--- src/rtl/onehot_seq_decoder.sv ---
// onehot_seq_decoder
// Registered binary-to-one-hot decoder with a built-in sequencer. It decodes
// an index onto a one-hot bus and can also sweep that bus by itself. The sweep
// runs either continuously (SCAN) or once from a start index (ONESHOT). Each
// position is held for dwell+1 enabled cycles.
//
// Parameters:
//   SEL_W    index width; the one-hot bus is OUT_W = 2**SEL_W bits wide
//   DWELL_W  width of the dwell-count input
// Ports:
//   clk      rising-edge clock
//   rst      synchronous active-high reset; takes priority over en
//   en       clock enable; 0 freezes all state and forces wrap low
//   mode     00 OFF, 01 DECODE, 10 SCAN, 11 ONESHOT
//   in       index to decode (DECODE) or start index (ONESHOT)
//   in_valid qualifies in while in DECODE
//   dwell    each sweep position is held for dwell+1 enabled cycles
//   y        registered one-hot output, or all zeros
//   idx      registered current index
//   wrap     one-cycle pulse on a SCAN wrap or on ONESHOT completion
//   busy     high while a sweep is in progress
module onehot_seq_decoder #(
   parameter int SEL_W   = 3,
   parameter int DWELL_W = 4
) (
   input  logic                    clk,
   input  logic                    rst,
   input  logic                    en,
   input  logic [1:0]              mode,
   input  logic [SEL_W-1:0]        in,
   input  logic                    in_valid,
   input  logic [DWELL_W-1:0]      dwell,
   output logic [(2**SEL_W)-1:0]   y,
   output logic [SEL_W-1:0]        idx,
   output logic                    wrap,
   output logic                    busy
);

   localparam int OUT_W = 2**SEL_W;

   localparam logic [OUT_W-1:0]   Y_ONE     = OUT_W'(1'b1);
   localparam logic [OUT_W-1:0]   Y_ZERO    = {OUT_W{1'b0}};
   localparam logic [SEL_W-1:0]   IDX_ONE   = SEL_W'(1'b1);
   localparam logic [SEL_W-1:0]   IDX_LAST  = {SEL_W{1'b1}};
   localparam logic [DWELL_W-1:0] CNT_ONE   = DWELL_W'(1'b1);
   localparam logic [DWELL_W-1:0] CNT_ZERO  = {DWELL_W{1'b0}};

   // The state encoding matches the mode encoding, so the requested mode
   // casts directly onto the next state.
   typedef enum logic [1:0] {
      ST_OFF     = 2'b00,
      ST_DECODE  = 2'b01,
      ST_SCAN    = 2'b10,
      ST_ONESHOT = 2'b11
   } state_t;

   state_t               state_r,     state_nxt;
   logic [OUT_W-1:0]     y_r,         y_nxt;
   logic [SEL_W-1:0]     idx_r,       idx_nxt;
   logic [DWELL_W-1:0]   dwell_cnt_r, dwell_cnt_nxt;
   logic                 wrap_r,      wrap_nxt;
   logic                 busy_r,      busy_nxt;
   logic                 done_r,      done_nxt;

   state_t               mode_s;
   logic                 entry_s;
   logic                 adv_s;
   logic                 last_s;
   logic [SEL_W-1:0]     idx_inc_s;

   function automatic logic [OUT_W-1:0] onehot(input logic [SEL_W-1:0] i);
      onehot = Y_ONE << i;
   endfunction

   assign mode_s    = state_t'(mode);
   assign entry_s   = (mode_s != state_r);
   // dwell is compared live, so lowering it mid-dwell advances at once.
   assign adv_s     = (dwell_cnt_r >= dwell);
   assign last_s    = (idx_r == IDX_LAST);
   assign idx_inc_s = idx_r + IDX_ONE;

   // Next-state and next-output logic for the mode FSM and the sweep counter
   always_comb begin
      state_nxt     = state_r;
      y_nxt         = y_r;
      idx_nxt       = idx_r;
      dwell_cnt_nxt = dwell_cnt_r;
      busy_nxt      = busy_r;
      done_nxt      = done_r;
      wrap_nxt      = 1'b0;

      if (en) begin
         state_nxt = mode_s;
         if (entry_s) begin
            dwell_cnt_nxt = CNT_ZERO;
            done_nxt      = 1'b0;
         end else begin
            dwell_cnt_nxt = dwell_cnt_r;
            done_nxt      = done_r;
         end

         case (mode_s)
            ST_OFF: begin
               y_nxt    = Y_ZERO;
               busy_nxt = 1'b0;
            end
            ST_DECODE: begin
               busy_nxt = 1'b0;
               if (in_valid) begin
                  idx_nxt = in;
                  y_nxt   = onehot(in);
               end else if (entry_s) begin
                  // Coming from OFF or from a finished ONESHOT, y may be zero.
                  // Show the retained index again.
                  y_nxt = onehot(idx_r);
               end else begin
                  y_nxt = y_r;
               end
            end
            ST_SCAN: begin
               busy_nxt = 1'b1;
               if (entry_s) begin
                  // An entry edge never advances, even if the dwell has expired.
                  y_nxt = onehot(idx_r);
               end else if (adv_s) begin
                  dwell_cnt_nxt = CNT_ZERO;
                  idx_nxt       = idx_inc_s;
                  y_nxt         = onehot(idx_inc_s);
                  wrap_nxt      = last_s;
               end else begin
                  dwell_cnt_nxt = dwell_cnt_r + CNT_ONE;
               end
            end
            ST_ONESHOT: begin
               if (entry_s) begin
                  idx_nxt  = in;
                  y_nxt    = onehot(in);
                  busy_nxt = 1'b1;
               end else if (done_r) begin
                  // The sweep is finished. Hold until mode changes.
                  busy_nxt = 1'b0;
               end else if (adv_s) begin
                  dwell_cnt_nxt = CNT_ZERO;
                  if (last_s) begin
                     // Completion: blank the bus and park idx on the last position.
                     y_nxt    = Y_ZERO;
                     busy_nxt = 1'b0;
                     wrap_nxt = 1'b1;
                     done_nxt = 1'b1;
                  end else begin
                     idx_nxt  = idx_inc_s;
                     y_nxt    = onehot(idx_inc_s);
                     busy_nxt = 1'b1;
                  end
               end else begin
                  dwell_cnt_nxt = dwell_cnt_r + CNT_ONE;
                  busy_nxt      = 1'b1;
               end
            end
            default: begin
               state_nxt = ST_OFF;
               y_nxt     = Y_ZERO;
               busy_nxt  = 1'b0;
            end
         endcase
      end else begin
         // Frozen: hold every register. wrap stays low so a pulse cannot stretch.
         wrap_nxt = 1'b0;
      end
   end

   // State and output registers with synchronous reset
   always_ff @(posedge clk) begin
      if (rst) begin
         state_r     <= ST_OFF;
         y_r         <= Y_ZERO;
         idx_r       <= {SEL_W{1'b0}};
         dwell_cnt_r <= CNT_ZERO;
         wrap_r      <= 1'b0;
         busy_r      <= 1'b0;
         done_r      <= 1'b0;
      end else begin
         state_r     <= state_nxt;
         y_r         <= y_nxt;
         idx_r       <= idx_nxt;
         dwell_cnt_r <= dwell_cnt_nxt;
         wrap_r      <= wrap_nxt;
         busy_r      <= busy_nxt;
         done_r      <= done_nxt;
      end
   end

   assign y    = y_r;
   assign idx  = idx_r;
   assign wrap = wrap_r;
   assign busy = busy_r;

endmodule

--- config.mk ---
export PLATFORM = sky130hd
export DESIGN_NAME = onehot_seq_decoder
export DESIGN_NICKNAME = d
export VERILOG_FILES = /design/src/rtl/onehot_seq_decoder.sv
export SDC_FILE = /design/constraint.sdc
export NUM_CORES = 1
export LEC_CHECK = 0
export CAP_MARGIN = 15
export CORE_ASPECT_RATIO = 0.6
export CORE_MARGIN = 4
export CORE_UTILIZATION = 46
export DETAILED_ROUTE_END_ITERATION = 16
export PLACE_DENSITY = 0.81
export SYNTH_ARGS = -nofsm -noshare
export SYNTH_HDL_FRONTEND = slang
export SYNTH_SLANG_ARGS = --single-unit
--- constraint.sdc ---
create_clock -name clk -period 1.9 [get_ports clk]
set_clock_uncertainty 0.1 [all_clocks]
set_input_delay 0.38 -clock clk [delete_from_list [all_inputs] [get_ports clk]]
set_output_delay 0.38 -clock clk [all_outputs]
set_load 0.02 [all_outputs]
-- After elaboration in Yosys (flattened, before gate mapping)
Index checks and enable logic that the tools add are counted.
- add/subtract/negate cells: 2
- $mul: 0
- divide/modulo/power cells: 0
- order comparisons: 1
- equal/unequal tests: 13
- shifts and indexed selects: 3
- multiplexer cells: 41
- bitwise logic cells: 1
- reductions and logical operators: 6
- operators with widths (kind ; count):
    8-bit two-way mux ; 8
    8-bit one-hot mux with 4 select lines ; 1
    1-bit by 3-bit << shifter with 8-bit output (first input constant) ; 3
    3-bit two-way mux ; 7
    4-bit two-way mux ; 5
    1-bit two-way mux ; 16
    3-bit != test (second input constant) ; 5
    3-bit one-hot mux with 3 select lines ; 1
    4-bit one-hot mux with 2 select lines ; 1
    8-bit AND reduction ; 1
    2-bit != test (second input constant) ; 3
    5-bit AND reduction ; 1
    4-bit by 1-bit adder with 4-bit output (second input constant) ; 1
    2-bit == test (second input constant) ; 2
    4-bit >= comparator ; 1
    2-bit OR reduction ; 2
    3-bit by 1-bit adder with 3-bit output (second input constant) ; 1
    3-bit == test (second input constant) ; 1
    1-bit one-hot mux with 3 select lines ; 1
    3-bit nonzero test ; 1
    2-bit by 1-bit == test with 1-bit output (second input constant) ; 1
    2-bit zero test ; 1
    2-bit != test ; 1
    1-bit one-hot mux with 2 select lines ; 1
    1-bit NOT ; 1
- register bits after elaboration: 20
- bits in latches: 0
- RAM bits: 0
- memory bits (read-only): 0
- bits of input ports: 13
- word-level logic and storage cells: 74
- memories kept: 0

-- Logic depth before layout (Yosys ltp)
Gate-level depths: netlist of the first run.
- word-level depth: 7
- gate-level depth with buffers: 8

-- Least setup slack after synthesis of the first run
Ideal clock, no wire load.
- path kind: register to register
- from: reg dwell_cnt_r[0]
- to: reg y_r[0], in the netlist y[0]
- data arrival time: 1.787 ns
- setup slack: -0.059 ns
- cell stages (with the launch flop): 8
- period minus slack after synthesis: 1.959 ns
- cells stage by stage: dfxtp_1 inv_1 ha_1 nand2b_4 a2111oi_4 o21ai_2 a21oi_4 o2bb2ai_1
- cells in the longest elaborated chain, start to end: 3
- ends and longest elaborated chain (item ; RTL line ; source):
    start, declared ; 60 ; logic [DWELL_W-1:0] dwell_cnt_r, dwell_cnt_nxt;
    start signal, assigned ; 186 ; dwell_cnt_r <= dwell_cnt_nxt;
    4-bit >= comparator * ; 78 ; assign adv_s = (dwell_cnt_r >= dwell);
    3-bit != test (no source line) ; -- ;
    5-bit AND reduction (no source line) * ; -- ;
    end signal, assigned ; 184 ; y_r <= y_nxt;
    end, declared ; 58 ; logic [OUT_W-1:0] y_r, y_nxt;
Every way passes the cells marked *; elsewhere a longest branch is shown, timed or not.
A chain may end at the register's enable or synchronous reset.

-- Worst setup path after layout of the first run
- from: reg dwell_cnt_r[0]
- to: reg idx_r[2], in the netlist idx[2]
- cells in the longest elaborated chain, start to end: 3
- ends and longest elaborated chain (item ; RTL line ; source):
    4-bit >= comparator * ; 78 ;
    3-bit != test (no source line) or 2-bit != test (tied branches) ; -- ;
    8-bit AND reduction (no source line) * ; -- ;
    end signal, assigned ; 177 ; idx_r <= {SEL_W{1'b0}};
    end signal, assigned ; 185 ; idx_r <= idx_nxt;
    end, declared ; 59 ; logic [SEL_W-1:0] idx_r, idx_nxt;
Marks and branches as above.

==> results of run 1 <==
-- registers in the layout, summed over array words and instances, names as in the netlist --
signal / count
idx: 3
wrap: 1
y: 8
state_r: 2
busy: 1
done_r: 1
dwell_cnt_r: 4
-- synth_stat cells (3+ instances only) --
cell type	n	share of area [%]
sky130_fd_sc_hd__dfxtp_1	20	23
sky130_fd_sc_hd__a21oi_1	19	5.5
sky130_fd_sc_hd__nand2_1	18	3.9
sky130_fd_sc_hd__inv_1	15	3.2
sky130_fd_sc_hd__nor2_1	13	2.8
sky130_fd_sc_hd__ha_1	12	8.6
sky130_fd_sc_hd__o2bb2ai_1	7	3.5
sky130_fd_sc_hd__a31oi_1	4	1.4
sky130_fd_sc_hd__buf_2	4	1.1
sky130_fd_sc_hd__nand3_1	4	1.1
sky130_fd_sc_hd__nand4_1	4	1.4
sky130_fd_sc_hd__nor2b_1	4	1.4
sky130_fd_sc_hd__nor3_1	4	1.1
sky130_fd_sc_hd__o21a_1	4	1.7
sky130_fd_sc_hd__a32oi_1	3	1.5
sky130_fd_sc_hd__clkbuf_1	3	0.65
sky130_fd_sc_hd__mux2i_1	3	1.7
sky130_fd_sc_hd__nand2b_1	3	1.1
sky130_fd_sc_hd__o21ai_1	3	0.86
-- cells in the final DEF, fill, tap and decap left out, drive strengths merged, types with 2 or more instances in the layout --
cell           count
a22oi              2
inv               15
o41ai              2
and2               2
buf               53
a32oi              3
o32ai              2
a21oi             21
a31oi              4
o311ai             2
o21ai              6
o21a               4
nand4              4
a32o               2
mux2i              3
nand2             18
o2111ai            3
ha                12
or2                5
o2bb2ai            8
xor2               2
o211ai             2
clkbuf             3
nor3b              2
and3               2
nand2b             5
dlygate4sd2        5
o211a              2
dfxtp             20
clkdlybuf4s50     19
nor2b              4
nand3              5
nor3               4
nor2              13
-- worst paths after layout --
check	startpoint	slack, ns	cells past startpoint	end
worst max-delay path	dwell_cnt_r[0]$_SDFFE_PP0P_	-0.13	8	idx[2]$_SDFFE_PP0P_
worst min-delay path	y[6]$_SDFFE_PP0P_	0.38	1	y[6]$_SDFFE_PP0P_
worst max register to register	dwell_cnt_r[0]$_SDFFE_PP0P_	-0.13	8	idx[2]$_SDFFE_PP0P_
worst min register to register	y[6]$_SDFFE_PP0P_	0.38	1	y[6]$_SDFFE_PP0P_
-- per-layer routing --
| metal | wire length, microns | up-vias | track usage (%) | share of wire (%) |
|---|---|---|---|---|
| li1 | - | 914 | - | - |
| met1 | 2710 | 962 | 36.4 | 43 |
| met2 | 2610 | 170 | 32.8 | 41 |
| met3 | 854 | 29 | 8.14 | 13 |
| met4 | 180 | 0 | 5.47 | 2.8 |
| met5 | 0 | - | 0 | 0 |
-- metrics by stage --
stage	cell area [sq um]	utilization, %
final	2620	76.1
after CTS	2520	73.3
after global routing	2620	76.1
after floorplan	1740	-
after detailed placement	2330	67.6
after global placement	2330	67.6
-- area by class of cell --
| class | count | area share, % |
|---|---|---|
| clock inverters | 1 | 1.15 |
| repair buffers | 78 | 25.2 |
| clock buffers | 3 | 1.58 |
| multi-input cells | 158 | 52.3 |
| well taps | 45 | 2.15 |
| flip-flops and latches | 20 | 15.3 |
| inverters | 15 | 2.24 |
-- cell families (layout without fill, tap and decap cells) --
logic type	Yosys count	count (layout)	synth area share, %
flops	20	20	23.0
fa+ha+maj	12	12	8.62
compound gates	75	75	36.0
simple gates	65	66	20.3
buf+inv	26	97	7.18
xor+xnor	2	2	3.16
mux	3	3	1.72
-- worst reg2reg max path, stage by stage (launching register included) --
cell	delay (ns)
sky130_fd_sc_hd__dfxtp_2	0.38
sky130_fd_sc_hd__inv_4	0.05
sky130_fd_sc_hd__ha_4	0.22
sky130_fd_sc_hd__nand2b_4	0.15
sky130_fd_sc_hd__a2111oi_4	0.45
sky130_fd_sc_hd__buf_4	0.23
sky130_fd_sc_hd__o31a_1	0.19
sky130_fd_sc_hd__o211ai_1	0.11
sky130_fd_sc_hd__o41ai_2	0.06
-- power by group --
part | leakage, nW | internal [mW] | switching, mW
combinational | 0.877 | 0.214 | 0.255
clock | 0.0357 | 0.282 | 0.162
sequential | 0.163 | 0.432 | 0.0147
-- what timing repair did --
action | CTS | global route
resized for setup | 25 | 9
setup buffers | 3 | 4
cloned | 0 | 1
pin swaps | 20 | 11
hold endpoints to repair | 0 | 0
setup endpoints to repair | 18 | 19
==> tab_implementation.tex, run 1 <==
\begin{tabular}{lr}
\hline
Metric & Value \\
\hline
\multicolumn{2}{l}{\textbf{Synthesis}} \\
\quad Number of cells produced by synthesis & 203 \\
\quad Synth async-reset ratio & 0\% \\
\quad Flip-flop and latch count after synthesis & 20 \\
\quad Mapped Nets & 228 \\
\quad Most used DFF post-synth & sky130\_fd\_sc\_hd\_\_dfxtp\_1 \\
\quad EDFF count, synth & 0 \\
\quad Count of different cell masters after synthesis & 60 \\
\quad Synth Warn \# & 0 \\
\quad Total standard cell area after synthesis & 0.00174 sq mm \\
\quad Sequential share of the synthesized area & 23.0\% \\
\quad Mean Syn Cell Area & 8.58 sq um \\
\multicolumn{2}{l}{\textbf{Finish}} \\
\quad Area occupied by multi-input gates & 0.00137 sq mm \\
\quad Layout net count & 301 \\
\quad Number of cells in the finished layout apart from fillers & 320 \\
\quad Seq. cell area & 402 sq um \\
\quad Fraction of final layout cells sized beyond drive strength 1 & 34.9\% \\
\quad Antenna diodes & 0 \\
\quad Layout-stage area growth over the synthesis result & 50.4\% \\
\quad Filler cells & 227 \\
\multicolumn{2}{l}{\textbf{Clocking}} \\
\quad Clock-pin slew of the registers on the worst-case setup and hold paths & 0.08 ns \\
\quad Worst-Skew Late Latency & 0.27 ns \\
\quad Hold buffer count at CTS & 0 \\
\quad TritonCTS clock tree & built \\
\quad Max H-tree Level & 1 \\
\quad Number of buffers created by CTS & 3 \\
\quad CTS Root Cell & sky130\_fd\_sc\_hd\_\_clkbuf\_8 \\
\quad Number of sinks handled by clock tree synthesis & 20 \\
\quad Maximum count of clock buffers along a single path & 2 \\
\multicolumn{2}{l}{\textbf{Job}} \\
\quad Max-capacitance violation count & 0 \\
\multicolumn{2}{l}{\textbf{Drt}} \\
\quad Post-detailed-routing wire length & 6.36 mm \\
\quad Detailed-route vias per instance & 6.48 \\
\quad Length of the first detailed-routing pass in iterations & 6 \\
\quad Residual DRC & 0 \\
\quad First-iteration detailed-routing DRC count & 341 \\
\quad Remaining antenna violation count after routing & 0 \\
\quad Mean routed wirelength per cell & 19.9 microns \\
\quad Via Count & 2,075 \\
\multicolumn{2}{l}{\textbf{Timing}} \\
\quad Maximum clock rate & 492 MHz \\
\quad RSZ-0062 raised after global routing & true \\
\quad Normalized max-slew margin & 70.4\% \\
\quad Post-Route Setup TNS & -1.48 ns \\
\quad Minimum period implied by the final worst setup slack & 2.03 ns \\
\quad Worst Hold Slack & 0.377 ns \\
\quad Transition time at the pin with the least slew margin & 0.444 ns \\
\quad Post-route setup slack & -0.133 ns \\
\quad Count of pins over their slew limit & 0 \\
\quad Number of setup violations in the final report & 17 \\
\quad Ratio of final minimum period to clock period & 107\% \\
\quad Final hold violations & 0 \\
\multicolumn{2}{l}{\textbf{Setup path}} \\
\quad Crit-path cells & inv\_4 > ha\_4 > nand2b\_4 > a2111oi\_4 > buf\_4 > o31a\_1 > o211ai\_1 > o41ai\_2 \\
\quad Buffers \& Inverters on Critical Path & 2 \\
\quad Required time of the worst setup path & 1.98 ns \\
\quad CP startpoint kind & flop \\
\quad CP Class & flop to flop \\
\quad Crit path max-delay family & compound AO/OA/AOI/OAI gates \\
\quad Worst setup EP type & flop \\
\quad Delay of the slowest critical-path stage & 0.45 ns \\
\quad Highest net fanout along the worst path & 3 \\
\quad CP Data Arrival Time & 2.12 ns \\
\quad Cell type of the slowest stage on the worst timing path & sky130\_fd\_sc\_hd\_\_a2111oi\_4 \\
\multicolumn{2}{l}{\textbf{Floorplan}} \\
\quad Number of standard-cell rows in the floorplan & 16 \\
\quad Area enclosed by the die boundary & 0.00487 sq mm \\
\quad Starting utilization of the core area & 50.6\% \\
\quad Die H & 55.7 microns \\
\quad I/O pin cnt & 26 \\
\quad Horizontal die dimension & 87.4 microns \\
\quad Core Area & 0.00344 sq mm \\
\multicolumn{2}{l}{\textbf{Global routing}} \\
\quad GRT Total Usage & 24.3\% \\
\quad Global route total overflow & 0 \\
\quad Antenna violations before repair & 0 \\
\quad Wire length of the first global-routing pass & 9.27 mm \\
\quad Maximum number of pins on one net before global-route repair & 13 \\
\quad Via count of the first global-routing pass & 1,773 \\
\multicolumn{2}{l}{\textbf{Pwr}} \\
\quad Leak pwr & 1.08 nW \\
\quad Peak VDD IR & 0.439 mV \\
\quad Power consumption & 1.36 mW \\
\quad Power density over the cells & 519 mW/mm\^{}2 \\
\multicolumn{2}{l}{\textbf{Placed design}} \\
\quad Worst slack at placement & -0.520 ns \\
\quad Routability congestion estimate from global placement & 1.06 \\
\quad Cell total after placement & 308 \\
\quad IO buf count & 25 \\
\quad Sum of net half-perimeters after detailed placement & 4.21 mm \\
\multicolumn{2}{l}{\textbf{Status}} \\
\quad Outcome & finished, violations left \\
\quad Violations in the final reports & negative setup slack \\
\multicolumn{2}{l}{\textbf{Hold path}} \\
\quad Class of the tightest hold or removal check & flop to flop \\
\hline
\end{tabular}
Power figures use the tool's default switching activity.
==> inputs of run 2 (changes only) <==
CORE_MARGIN = 1.5   (was 4)
==> tab_implementation.tex, run 2 (synthesized netlist as in run 1, its figures left out) <==
\begin{tabular}{lr}
\hline
Metric & Value \\
\hline
\multicolumn{2}{l}{\textbf{Status}} \\
\quad Outcome & finished, violations left \\
\quad Violations in the final reports & negative setup slack \\
\multicolumn{2}{l}{\textbf{Finish}} \\
\quad Share of the core filled with cells & 74.7\% (-1.4 points) \\
\quad Leading cell type in the layout, fill and taps excluded & sky130\_fd\_sc\_hd\_\_buf\_4 \\
\quad Final non-filler cell area & 0.00272 sq mm (+3.7\%) \\
\quad Number of cells in the finished layout apart from fillers & 322 (+0.63\%) \\
\quad Leading cell types in the layout, fill and taps excluded & sky130\_fd\_sc\_hd\_\_buf\_4, sky130\_fd\_sc\_hd\_\_dfxtp\_1, sky130\_fd\_sc\_hd\_\_clkdlybuf4s50\_1, sky130\_fd\_sc\_hd\_\_nand2\_1, sky130\_fd\_sc\_hd\_\_a21oi\_1 \\
\quad Antenna diodes & 0 (unchanged) \\
\quad Layout net count & 301 (unchanged) \\
\quad Fraction of final layout cells sized beyond drive strength 1 & 38.5\% (+3.6 points) \\
\quad Max reg flops & 8 (unchanged) \\
\quad Layout-stage area growth over the synthesis result & 56.0\% \\
\multicolumn{2}{l}{\textbf{Timing}} \\
\quad Worst Hold Slack & 0.375 ns (-0.00161 ns) \\
\quad Transition time at the pin with the least slew margin & 0.533 ns (+0.0894 ns) \\
\quad Post-route setup slack & -0.134 ns (-0.00103 ns) \\
\quad RSZ-0062 raised after global routing & true \\
\quad Number of setup violations in the final report & 16 (-1) \\
\quad Minimum period implied by the final worst setup slack & 2.03 ns (+0.00103 ns) \\
\quad Final hold violations & 0 (unchanged) \\
\quad Ratio of final minimum period to clock period & 107\% (about the same) \\
\quad Count of pins over their slew limit & 0 (unchanged) \\
\quad Normalized max-slew margin & 64.4\% (-6.0 points) \\
\quad Maximum clock rate & 492 MHz (about the same) \\
\multicolumn{2}{l}{\textbf{Clocking}} \\
\quad Worst-Skew Late Latency & 0.27 ns (about the same) \\
\quad Max H-tree Level & 1 (unchanged) \\
\quad CTS Root Cell & sky130\_fd\_sc\_hd\_\_clkbuf\_8 \\
\quad Number of buffers created by CTS & 3 (unchanged) \\
\quad Number of sinks handled by clock tree synthesis & 20 (unchanged) \\
\quad Hold buffer count at CTS & 0 (unchanged) \\
\quad Maximum count of clock buffers along a single path & 2 (unchanged) \\
\quad Clock-pin slew of the registers on the worst-case setup and hold paths & 0.08 ns (about the same) \\
\quad TritonCTS clock tree & built \\
\multicolumn{2}{l}{\textbf{Global routing}} \\
\quad GRT Total Usage & 32.0\% (+7.7 points) \\
\quad Maximum number of pins on one net before global-route repair & 13 (unchanged) \\
\quad Via count of the first global-routing pass & 1,934 (+9.1\%) \\
\quad Global route total overflow & 0 (unchanged) \\
\quad Antenna violations before repair & 0 (unchanged) \\
\quad Wire length of the first global-routing pass & 9.83 mm (+6.0\%) \\
\multicolumn{2}{l}{\textbf{Placed design}} \\
\quad Cell area after placement & 0.00235 sq mm (+0.97\%) \\
\quad IO buf count & 25 (unchanged) \\
\quad Cell total after placement & 311 (+0.97\%) \\
\quad Routability congestion estimate from global placement & 0.976 (-8.4\%) \\
\quad Sum of net half-perimeters after detailed placement & 4.21 mm (-0.21\%) \\
\quad Worst slack at placement & -0.533 ns (-0.0133 ns) \\
\multicolumn{2}{l}{\textbf{Pwr}} \\
\quad Leak pwr & 1.13 nW (+4.7\%) \\
\quad Power density over the cells & 500 mW/mm\^{}2 (-3.6\%) \\
\quad Peak VDD IR & 0.412 mV (-6.1\%) \\
\multicolumn{2}{l}{\textbf{Job}} \\
\quad Max-capacitance violation count & 0 (unchanged) \\
\multicolumn{2}{l}{\textbf{Setup path}} \\
\quad Highest net fanout along the worst path & 6 (+3) \\
\quad R2R Setup Slk & -0.11 ns (+0.02 ns) \\
\quad Cell type of the slowest stage on the worst timing path & sky130\_fd\_sc\_hd\_\_a2111oi\_4 \\
\quad Crit path max-delay family & compound AO/OA/AOI/OAI gates \\
\quad Buffers \& Inverters on Critical Path & 3 (+1) \\
\quad Crit-path cells & dlygate4sd2\_1 > ha\_4 > nand2b\_4 > a2111oi\_4 > buf\_4 > o21ai\_4 > a21oi\_4 > buf\_6 > o2bb2ai\_2 \\
\quad CP Class & primary input to flop \\
\quad Delay of the slowest critical-path stage & 0.38 ns (-0.07 ns) \\
\quad CP Data Arrival Time & 2.13 ns (about the same) \\
\quad Required time of the worst setup path & 2.00 ns (+0.02 ns) \\
\quad Worst setup EP type & flop \\
\quad CP startpoint kind & primary input \\
\multicolumn{2}{l}{\textbf{Drt}} \\
\quad Residual DRC & 0 (unchanged) \\
\quad Post-detailed-routing wire length & 6.71 mm (+5.5\%) \\
\quad Length of the first detailed-routing pass in iterations & 9 (+3) \\
\quad Mean routed wirelength per cell & 20.8 microns (+4.8\%) \\
\quad Detailed-route vias per instance & 6.53 (+0.77\%) \\
\quad Via Count & 2,104 (+1.4\%) \\
\quad Remaining antenna violation count after routing & 0 (unchanged) \\
\quad First-iteration detailed-routing DRC count & 361 (+5.9\%) \\
\multicolumn{2}{l}{\textbf{Floorplan}} \\
\quad I/O pin cnt & 26 (unchanged) \\
\quad Area enclosed by the die boundary & 0.00418 sq mm (-14\%) \\
\quad Number of standard-cell rows in the floorplan & 17 (+1) \\
\quad Core Area & 0.00364 sq mm (+5.6\%) \\
\quad Starting utilization of the core area & 47.9\% (-2.7 points) \\
\quad Horizontal die dimension & 82.4 microns (-5.7\%) \\
\quad Die H & 50.7 microns (-9.0\%) \\
\multicolumn{2}{l}{\textbf{Hold path}} \\
\quad Class of the tightest hold or removal check & flop to flop \\
\hline
\end{tabular}
-- run 2: final timing paths --
check,to,cells after the start,from
min,y[0]$_SDFFE_PP0P_,1,y[0]$_SDFFE_PP0P_
max reg2reg,y[5]$_SDFFE_PP0P_,9,dwell_cnt_r[0]$_SDFFE_PP0P_
min reg2reg,y[0]$_SDFFE_PP0P_,1,y[0]$_SDFFE_PP0P_
max,y[5]$_SDFFE_PP0P_,9,dwell[0]
-- run 2: per-layer routing --
layer  GRT usage, %  vias up  share of wire, %
met1           44.6      962                41
met3           12.9       49                13
li1               -      906                 -
met4           8.47        0               4.3
met5              0        -                 0
met2           44.9      187                41
-- run 2: area by class of cell --
class	instances	area, sq um
Clock buffer	3	41.3
Clock inverter	1	30.0
Fill cell	224	921
Inverter	15	56.3
Multi-Input combinational cell	158	1450
Sequential cell	20	402
Tap cell	47	58.8
Timing Repair Buffer	78	682
-- run 2: power by group --
group / switching (mW) / internal [mW] / total (mW)
clock network: 0.153 / 0.282 / 0.435
registers: 0.0144 / 0.432 / 0.446
logic: 0.264 / 0.214 / 0.477
-- run 2: stage by stage --
step | power [mW] | setup TNS [ns]
floorplan | 0.677 | 0
global placement | 0.838 | -7.31
detailed placement | 0.844 | -8.44
CTS | 1.31 | -0.0297
global route | 1.41 | -1.85
finish | 1.36 | -1.31
-- run 2: worst register-to-register path, delay by kind of cell, from the launching register on --
kind / cells / cell delay (ns)
adders and majority gates: 1 / 0.20
and+or+nand+nor: 1 / 0.14
DFF: 1 / 0.34
buffers and inverters: 3 / 0.42
AOI/OAI and AO/OA: 4 / 0.75
-- run 2: timing repair --
action,CTS,global route
setup buffers,5,2
pin swaps,15,15
gates cloned,1,0
endpoints found under the setup margin,18,18
gates resized for setup,31,20
